## src/rtl/deser_pkg.sv

```systemverilog
// Shared definitions for the deserializer front end.
//   state_e     : arbiter FSM states.
//   DEF_NUM_CH  : default number of requesting channels.
//   DEF_IN_BW   : default beat width fed to the deserializer.
//   DEF_OUT_BW  : default completed frame width.
//   TAG_DEPTH   : depth of the frame-owner tag FIFO.
package deser_pkg;

   typedef enum logic {
      IDLE = 1'b0,
      BUSY = 1'b1
   } state_e;

   localparam int unsigned DEF_NUM_CH = 4;
   localparam int unsigned DEF_IN_BW  = 32;
   localparam int unsigned DEF_OUT_BW = 512;
   localparam int unsigned TAG_DEPTH  = 2;

endpackage

```

## src/rtl/deser_tag_fifo.sv

```systemverilog
// Small FIFO of channel IDs, one entry per frame granted but not yet emitted.
//   clk, reset_n  : clock, asynchronous active-low reset.
//   i_push        : write i_push_data (taken only when o_can_push).
//   i_pop         : drop the head entry (ignored when empty).
//   o_can_push    : room for a write this cycle, counting a same-cycle pop.
//   o_empty       : no entries held.
//   o_head        : oldest entry, forced to 0 when empty.
module deser_tag_fifo #(
   parameter int unsigned WIDTH = 2,
   parameter int unsigned DEPTH = 2
) (
   input  logic             clk,
   input  logic             reset_n,
   input  logic             i_push,
   input  logic [WIDTH-1:0] i_push_data,
   input  logic             i_pop,
   output logic             o_can_push,
   output logic             o_empty,
   output logic [WIDTH-1:0] o_head
);

   localparam int unsigned PTR_W = (DEPTH > 1) ? $clog2(DEPTH) : 1;
   localparam int unsigned CNT_W = $clog2(DEPTH + 1);

   logic [WIDTH-1:0] r_mem [DEPTH];
   logic [PTR_W-1:0] r_wr_ptr;
   logic [PTR_W-1:0] r_rd_ptr;
   logic [CNT_W-1:0] r_cnt;
   logic             w_full;
   logic             w_do_push;
   logic             w_do_pop;

   function automatic logic [PTR_W-1:0] inc_ptr(input logic [PTR_W-1:0] p);
      return (p == PTR_W'(DEPTH - 1)) ? '0 : p + 1'b1;
   endfunction

   assign o_empty    = (r_cnt == '0);
   assign w_full     = (r_cnt == CNT_W'(DEPTH));
   assign w_do_pop   = i_pop & ~o_empty;
   // When full, a write may land in the slot being vacated by the pop.
   assign o_can_push = ~w_full | w_do_pop;
   assign w_do_push  = i_push & o_can_push;
   assign o_head     = o_empty ? '0 : r_mem[r_rd_ptr];

   always_ff @(posedge clk) begin
      if (w_do_push) begin
         r_mem[r_wr_ptr] <= i_push_data;
      end
   end

   always_ff @(posedge clk or negedge reset_n) begin
      if (!reset_n) begin
         r_wr_ptr <= '0;
         r_rd_ptr <= '0;
         r_cnt    <= '0;
      end else begin
         if (w_do_push) r_wr_ptr <= inc_ptr(r_wr_ptr);
         if (w_do_pop)  r_rd_ptr <= inc_ptr(r_rd_ptr);
         if (w_do_push && !w_do_pop)      r_cnt <= r_cnt + 1'b1;
         else if (w_do_pop && !w_do_push) r_cnt <= r_cnt - 1'b1;
      end
   end

endmodule

```

## src/rtl/deser_arbiter.sv

```systemverilog
// Round-robin arbiter feeding beats from NUM_CH channels into one deserializer.
// A grant holds one channel for exactly SEGS accepted beats (one frame); the
// owner ID of each granted frame is queued until the deserializer emits it.
//   clk, reset_n    : clock, asynchronous active-low reset.
//   ch_valid/data   : per-channel beat offer; ch_ready marks acceptance.
//   des_data_ready  : beat offered to the deserializer (des_data_in).
//   des_read_data   : deserializer takes the offered beat.
//   des_write_data  : deserializer emits a frame; pops the owner tag.
//   grant           : registered one-hot owner of the frame in progress.
//   tag_valid/chan  : owner of the oldest frame not yet emitted.
//   tag_err         : sticky, frame emitted with no tag pending.
module deser_arbiter import deser_pkg::*; #(
   parameter int unsigned  NUM_CH = DEF_NUM_CH,
   parameter int unsigned  IN_BW  = DEF_IN_BW,
   parameter int unsigned  OUT_BW = DEF_OUT_BW,
   localparam int unsigned SEGS   = OUT_BW / IN_BW,
   localparam int unsigned CH_W   = (NUM_CH > 1) ? $clog2(NUM_CH) : 1
) (
   input  logic                    clk,
   input  logic                    reset_n,
   input  logic [NUM_CH-1:0]       ch_valid,
   input  logic [NUM_CH*IN_BW-1:0] ch_data,
   output logic [NUM_CH-1:0]       ch_ready,
   output logic                    des_data_ready,
   output logic [IN_BW-1:0]        des_data_in,
   input  logic                    des_read_data,
   input  logic                    des_write_data,
   output logic [NUM_CH-1:0]       grant,
   output logic                    tag_valid,
   output logic [CH_W-1:0]         tag_chan,
   output logic                    tag_err
);

   localparam int unsigned BC_W = (SEGS > 1) ? $clog2(SEGS) : 1;

   state_e            r_state,    w_state_nxt;
   logic [NUM_CH-1:0] r_grant,    w_grant_nxt;
   logic [CH_W-1:0]   r_gidx,     w_gidx_nxt;
   logic [BC_W-1:0]   r_beat_cnt, w_beat_cnt_nxt;
   logic [CH_W-1:0]   r_rr_ptr,   w_rr_ptr_nxt;
   logic              r_tag_err;

   logic [CH_W-1:0]   w_cand [NUM_CH];
   logic              w_pick_found;
   logic [CH_W-1:0]   w_pick_idx;
   logic              w_beat_acc;
   logic              w_push;
   logic              w_can_push;
   logic              w_fifo_empty;

   // Candidates in priority order: the channel right after rr_ptr first.
   always_comb begin
      w_pick_found = 1'b0;
      w_pick_idx   = '0;
      for (int unsigned k = 0; k < NUM_CH; k++) begin
         w_cand[k] = CH_W'((32'(r_rr_ptr) + k + 1) % NUM_CH);
         if (!w_pick_found && ch_valid[w_cand[k]]) begin
            w_pick_found = 1'b1;
            w_pick_idx   = w_cand[k];
         end
      end
   end

   // Datapath mux: only the granted channel is visible, and only while BUSY.
   always_comb begin
      ch_ready       = '0;
      des_data_ready = 1'b0;
      des_data_in    = '0;
      if (r_state == BUSY) begin
         des_data_ready   = ch_valid[r_gidx];
         ch_ready[r_gidx] = des_read_data & ch_valid[r_gidx];
         for (int unsigned i = 0; i < NUM_CH; i++) begin
            if (r_gidx == CH_W'(i)) des_data_in = ch_data[i*IN_BW +: IN_BW];
         end
      end
   end

   assign w_beat_acc = des_data_ready & des_read_data;

   always_comb begin
      w_state_nxt    = r_state;
      w_grant_nxt    = r_grant;
      w_gidx_nxt     = r_gidx;
      w_beat_cnt_nxt = r_beat_cnt;
      w_rr_ptr_nxt   = r_rr_ptr;
      w_push         = 1'b0;
      unique case (r_state)
         IDLE: begin
            if (w_pick_found && w_can_push) begin
               w_state_nxt = BUSY;
               w_grant_nxt = NUM_CH'(1) << w_pick_idx;
               w_gidx_nxt  = w_pick_idx;
               w_push      = 1'b1;
            end
         end
         BUSY: begin
            if (w_beat_acc) begin
               if (r_beat_cnt == BC_W'(SEGS - 1)) begin
                  w_state_nxt    = IDLE;
                  w_grant_nxt    = '0;
                  w_beat_cnt_nxt = '0;
                  w_rr_ptr_nxt   = r_gidx;
               end else begin
                  w_beat_cnt_nxt = r_beat_cnt + 1'b1;
               end
            end
         end
         default: w_state_nxt = IDLE;
      endcase
   end

   always_ff @(posedge clk or negedge reset_n) begin
      if (!reset_n) begin
         r_state    <= IDLE;
         r_grant    <= '0;
         r_gidx     <= '0;
         r_beat_cnt <= '0;
         r_rr_ptr   <= CH_W'(NUM_CH - 1);
         r_tag_err  <= 1'b0;
      end else begin
         r_state    <= w_state_nxt;
         r_grant    <= w_grant_nxt;
         r_gidx     <= w_gidx_nxt;
         r_beat_cnt <= w_beat_cnt_nxt;
         r_rr_ptr   <= w_rr_ptr_nxt;
         if (des_write_data && w_fifo_empty) r_tag_err <= 1'b1;
      end
   end

   deser_tag_fifo #(
      .WIDTH (CH_W),
      .DEPTH (TAG_DEPTH)
   ) u_tag_fifo (
      .clk         (clk),
      .reset_n     (reset_n),
      .i_push      (w_push),
      .i_push_data (w_pick_idx),
      .i_pop       (des_write_data),
      .o_can_push  (w_can_push),
      .o_empty     (w_fifo_empty),
      .o_head      (tag_chan)
   );

   assign grant     = r_grant;
   assign tag_valid = ~w_fifo_empty;
   assign tag_err   = r_tag_err;

endmodule
```

## config.mk

```make
export PLATFORM = sky130hd
export DESIGN_NAME = deser_arbiter
export DESIGN_NICKNAME = d
export VERILOG_FILES = /design/src/rtl/deser_pkg.sv /design/src/rtl/deser_tag_fifo.sv /design/src/rtl/deser_arbiter.sv
export SDC_FILE = /design/constraint.sdc
export NUM_CORES = 1
export LEC_CHECK = 0
export BUFFER_PORTS_ARGS = -buffer_cell sky130_fd_sc_hd__buf_4
export CAP_MARGIN = 20
export CORE_MARGIN = 2
export CORE_UTILIZATION = 40
export CTS_CLUSTER_SIZE = 10
export DETAILED_ROUTE_END_ITERATION = 16
export PLACE_DENSITY = 0.86
export SYNTH_ARGS = -nofsm -noshare
export SYNTH_HDL_FRONTEND = slang
export SYNTH_SLANG_ARGS = --single-unit
```

## constraint.sdc

```tcl
create_clock -name clk -period 3.35 [get_ports clk]
set_clock_uncertainty 0.15 [all_clocks]
set_input_delay 0.335 -clock clk [delete_from_list [all_inputs] [get_ports clk]]
set_output_delay 0.335 -clock clk [all_outputs]
set_load 0.005 [all_outputs]
```

==> metrics.csv <==
metric;value;unit
drc;0;
grt_overflow;0;
place_congestion;1.03;
grtUsageTotal;0.299;
drtIter0Drc;111;
viasPerCell;5.37;
most-common-layout-cells;buf_4 (184), and2_1 (33), mux4_2 (32);
max_stage_delay;0.78;ns
fin_util;0.700;
postRouteAntennaNets;0;
cp-end-kind;primary output;
rsz0062_at_grt;no;
grt_antenna_before_repair;0;
synth_top_family_by_area;multiplexers;
fin_crit_sh;0.824;
cp_max_fo;22;
ir_worst_vdd;0.000451;V
post_drt_wl_per_cell;20.7;um
netlist_area;2080;um2
dpl.hpwl;7210;um
io_pins;181;
syn_avg_cell_area;12.2;um2
initial_core_util;0.410;
tritoncts.num_buffers;3;
start_kind;register;
drive_gt1_frac;0.657;
core_area;5070;um2
ff_latch_area;574;um2
dp_slack;0.845;ns
grt_pass1_wl;13500;um
vias;2241;
cts_tree;yes;
multi_input_area;1430;um2
grt_max_degree;38;
worstPathCellList;buf_4, mux4_2, and2_1, buf_4;
synth-compound-area-share;0.0679;
tightest_slew;0.940;ns
synth_edf_count;4;
setup_ws;0.590;ns
layout_min_cycle_time;2.76;ns
insertedDiodeCount;0;
die_w;76.1;um
syn_to_final_growth;70.6;%
dpl_cell_area;3490;um2
setup.worst_path.class;reg -> out;
setup_tns;0;ns
ys_seq_elements;22;
max_freq;0.362;GHz
cp_top_family;flip-flops;
relSlewSlack;0.374;
hold_violations;0;
ys.flop_type;dfrtp_1;
fin_cells;417;
cts_root_buffer;clkbuf_8;
rows;26;
cp_slowest_cell;dfrtp_2;
path_buf_inv;2;
synth_cell_type_count;38;
syn-num-nets;309;
post-route-cell-area;3550;um2
fin_nets;486;
drv_slew;0;
synth_mux_area_frac;0.392;
clockBufferDepth;2;
power;2.30;mW
cts_sinks;22;
path_clk_slew;0.08;ns
die-area;5800;um2
async_flop_share;0.818;
yosysWarningCount;0;
final_common_cell;buf_4;
die_y;76.1;um
io_buffers;180;
crit_path_frequent_cell;buf_4;
yosysSeqAreaShare;0.275;
grt_pass1_vias;2428;
hold-worst-slack;0.150;ns
netlist_instances;171;
crit_arrival;2.28;ns
cap_violations;0;
placedCellCount;412;
htree_levels;1;
first_pass_iters;4;
synth-xor-area-share;0.0252;
status;complete, no violations;
synth_fa_ha_area_frac;0.0120;
power_leakage;1.65;nW
synth-simple-area-share;0.191;
drt-total-wl;8620;um
nFillCells;394;
critPathRequiredTime;2.86;ns
cts_setup_buffers;0;
powerDensity;648;nW/um2
clock_latency;0.26;ns
finalSetupViolations;0;
holdCritPathClass;in -> reg;
## layout make-up
| cell class | instances | share of cell area |
|---|---|---|
| Sequential cell | 22 | 0.162 |
| Inverter | 3 | 0.00317 |
| Multi-Input combinational cell | 133 | 0.403 |
| Timing Repair Buffer | 185 | 0.392 |
| Tap cell | 70 | 0.0247 |
| Clock buffer | 4 | 0.0155 |
## final timing paths
path                                      from                   to  slack (ns)  cells after the start
worst max register to register         r_state          r_rr_ptr[1]        0.96                      4
max in group asynchronous              reset_n          r_rr_ptr[0]        2.46                      2
worst min-delay path            des_write_data              tag_err        0.15                      2
min in group asynchronous              reset_n  u_tag_fifo.r_rd_ptr        0.33                      2
worst min register to register         tag_err              tag_err        0.33                      1
worst max-delay path                 r_gidx[0]       des_data_in[4]        0.59                      4
## flip-flops by register name (all words and copies together), names as in the netlist
name and count:
u_tag_fifo.r_wr_ptr 1, u_tag_fifo.r_rd_ptr 1, grant 4, r_beat_cnt 4, u_tag_fifo.r_mem 4, r_state 1, u_tag_fifo.r_cnt 2, tag_err 1
r_rr_ptr 2, r_gidx 2
## what timing repair did
action	4_1_cts	5_1_grt
resized for setup	0	0
endpoints found under the hold margin	16	0
hold buffers	1	0
## cells in the mapped netlist (all sizes together), types with 2 or more instances
cell,number,area (um2)
nand3,2,10.0
xor2,2,17.5
nor3b,3,22.5
nor2,12,45.0
edfxtp,4,120
buf,8,46.3
nand2,6,22.5
mux4,32,721
ha,2,25.0
clkbuf,5,20.0
xnor2,4,35.0
mux2,4,45.0
inv,3,11.3
dfstp,2,52.6
a21o,3,22.5
and2,33,206
nor3,2,10.0
nand3b,2,15.0
a32o,5,50.1
a31oi,2,12.5
dfrtp,16,400
mux2i,5,50.1
nand2b,4,25.0
## power by group
group	total, mW	switching, mW	internal [mW]
sequential	0.527	0.150	0.377
clock	0.187	0.0819	0.105
combinational	1.59	0.605	0.982
total	2.30	0.837	1.46
## metal layers
| layer | global-route usage | share of wire | vias up |
|---|---|---|---|
| met3 | 0.0498 | 0.060 | 23 |
| met2 | 0.574 | 0.55 | 108 |
| met5 | 0 | 0 | - |
| met1 | 0.331 | 0.36 | 1095 |
| li1 | - | - | 1015 |
| met4 | 0.105 | 0.030 | 0 |
## cell families after synthesis
| kind of cell | count (synthesis) |
|---|---|
| flip-flops | 22 |
| adder cells (fa/ha/maj) | 2 |
| AO/OA/AOI/OAI | 16 |
| XOR/XNOR | 6 |
| multiplexers | 41 |
| buffers and inverters | 16 |
| AND/OR/NAND/NOR | 68 |
(Power assumes the default switching activity.)
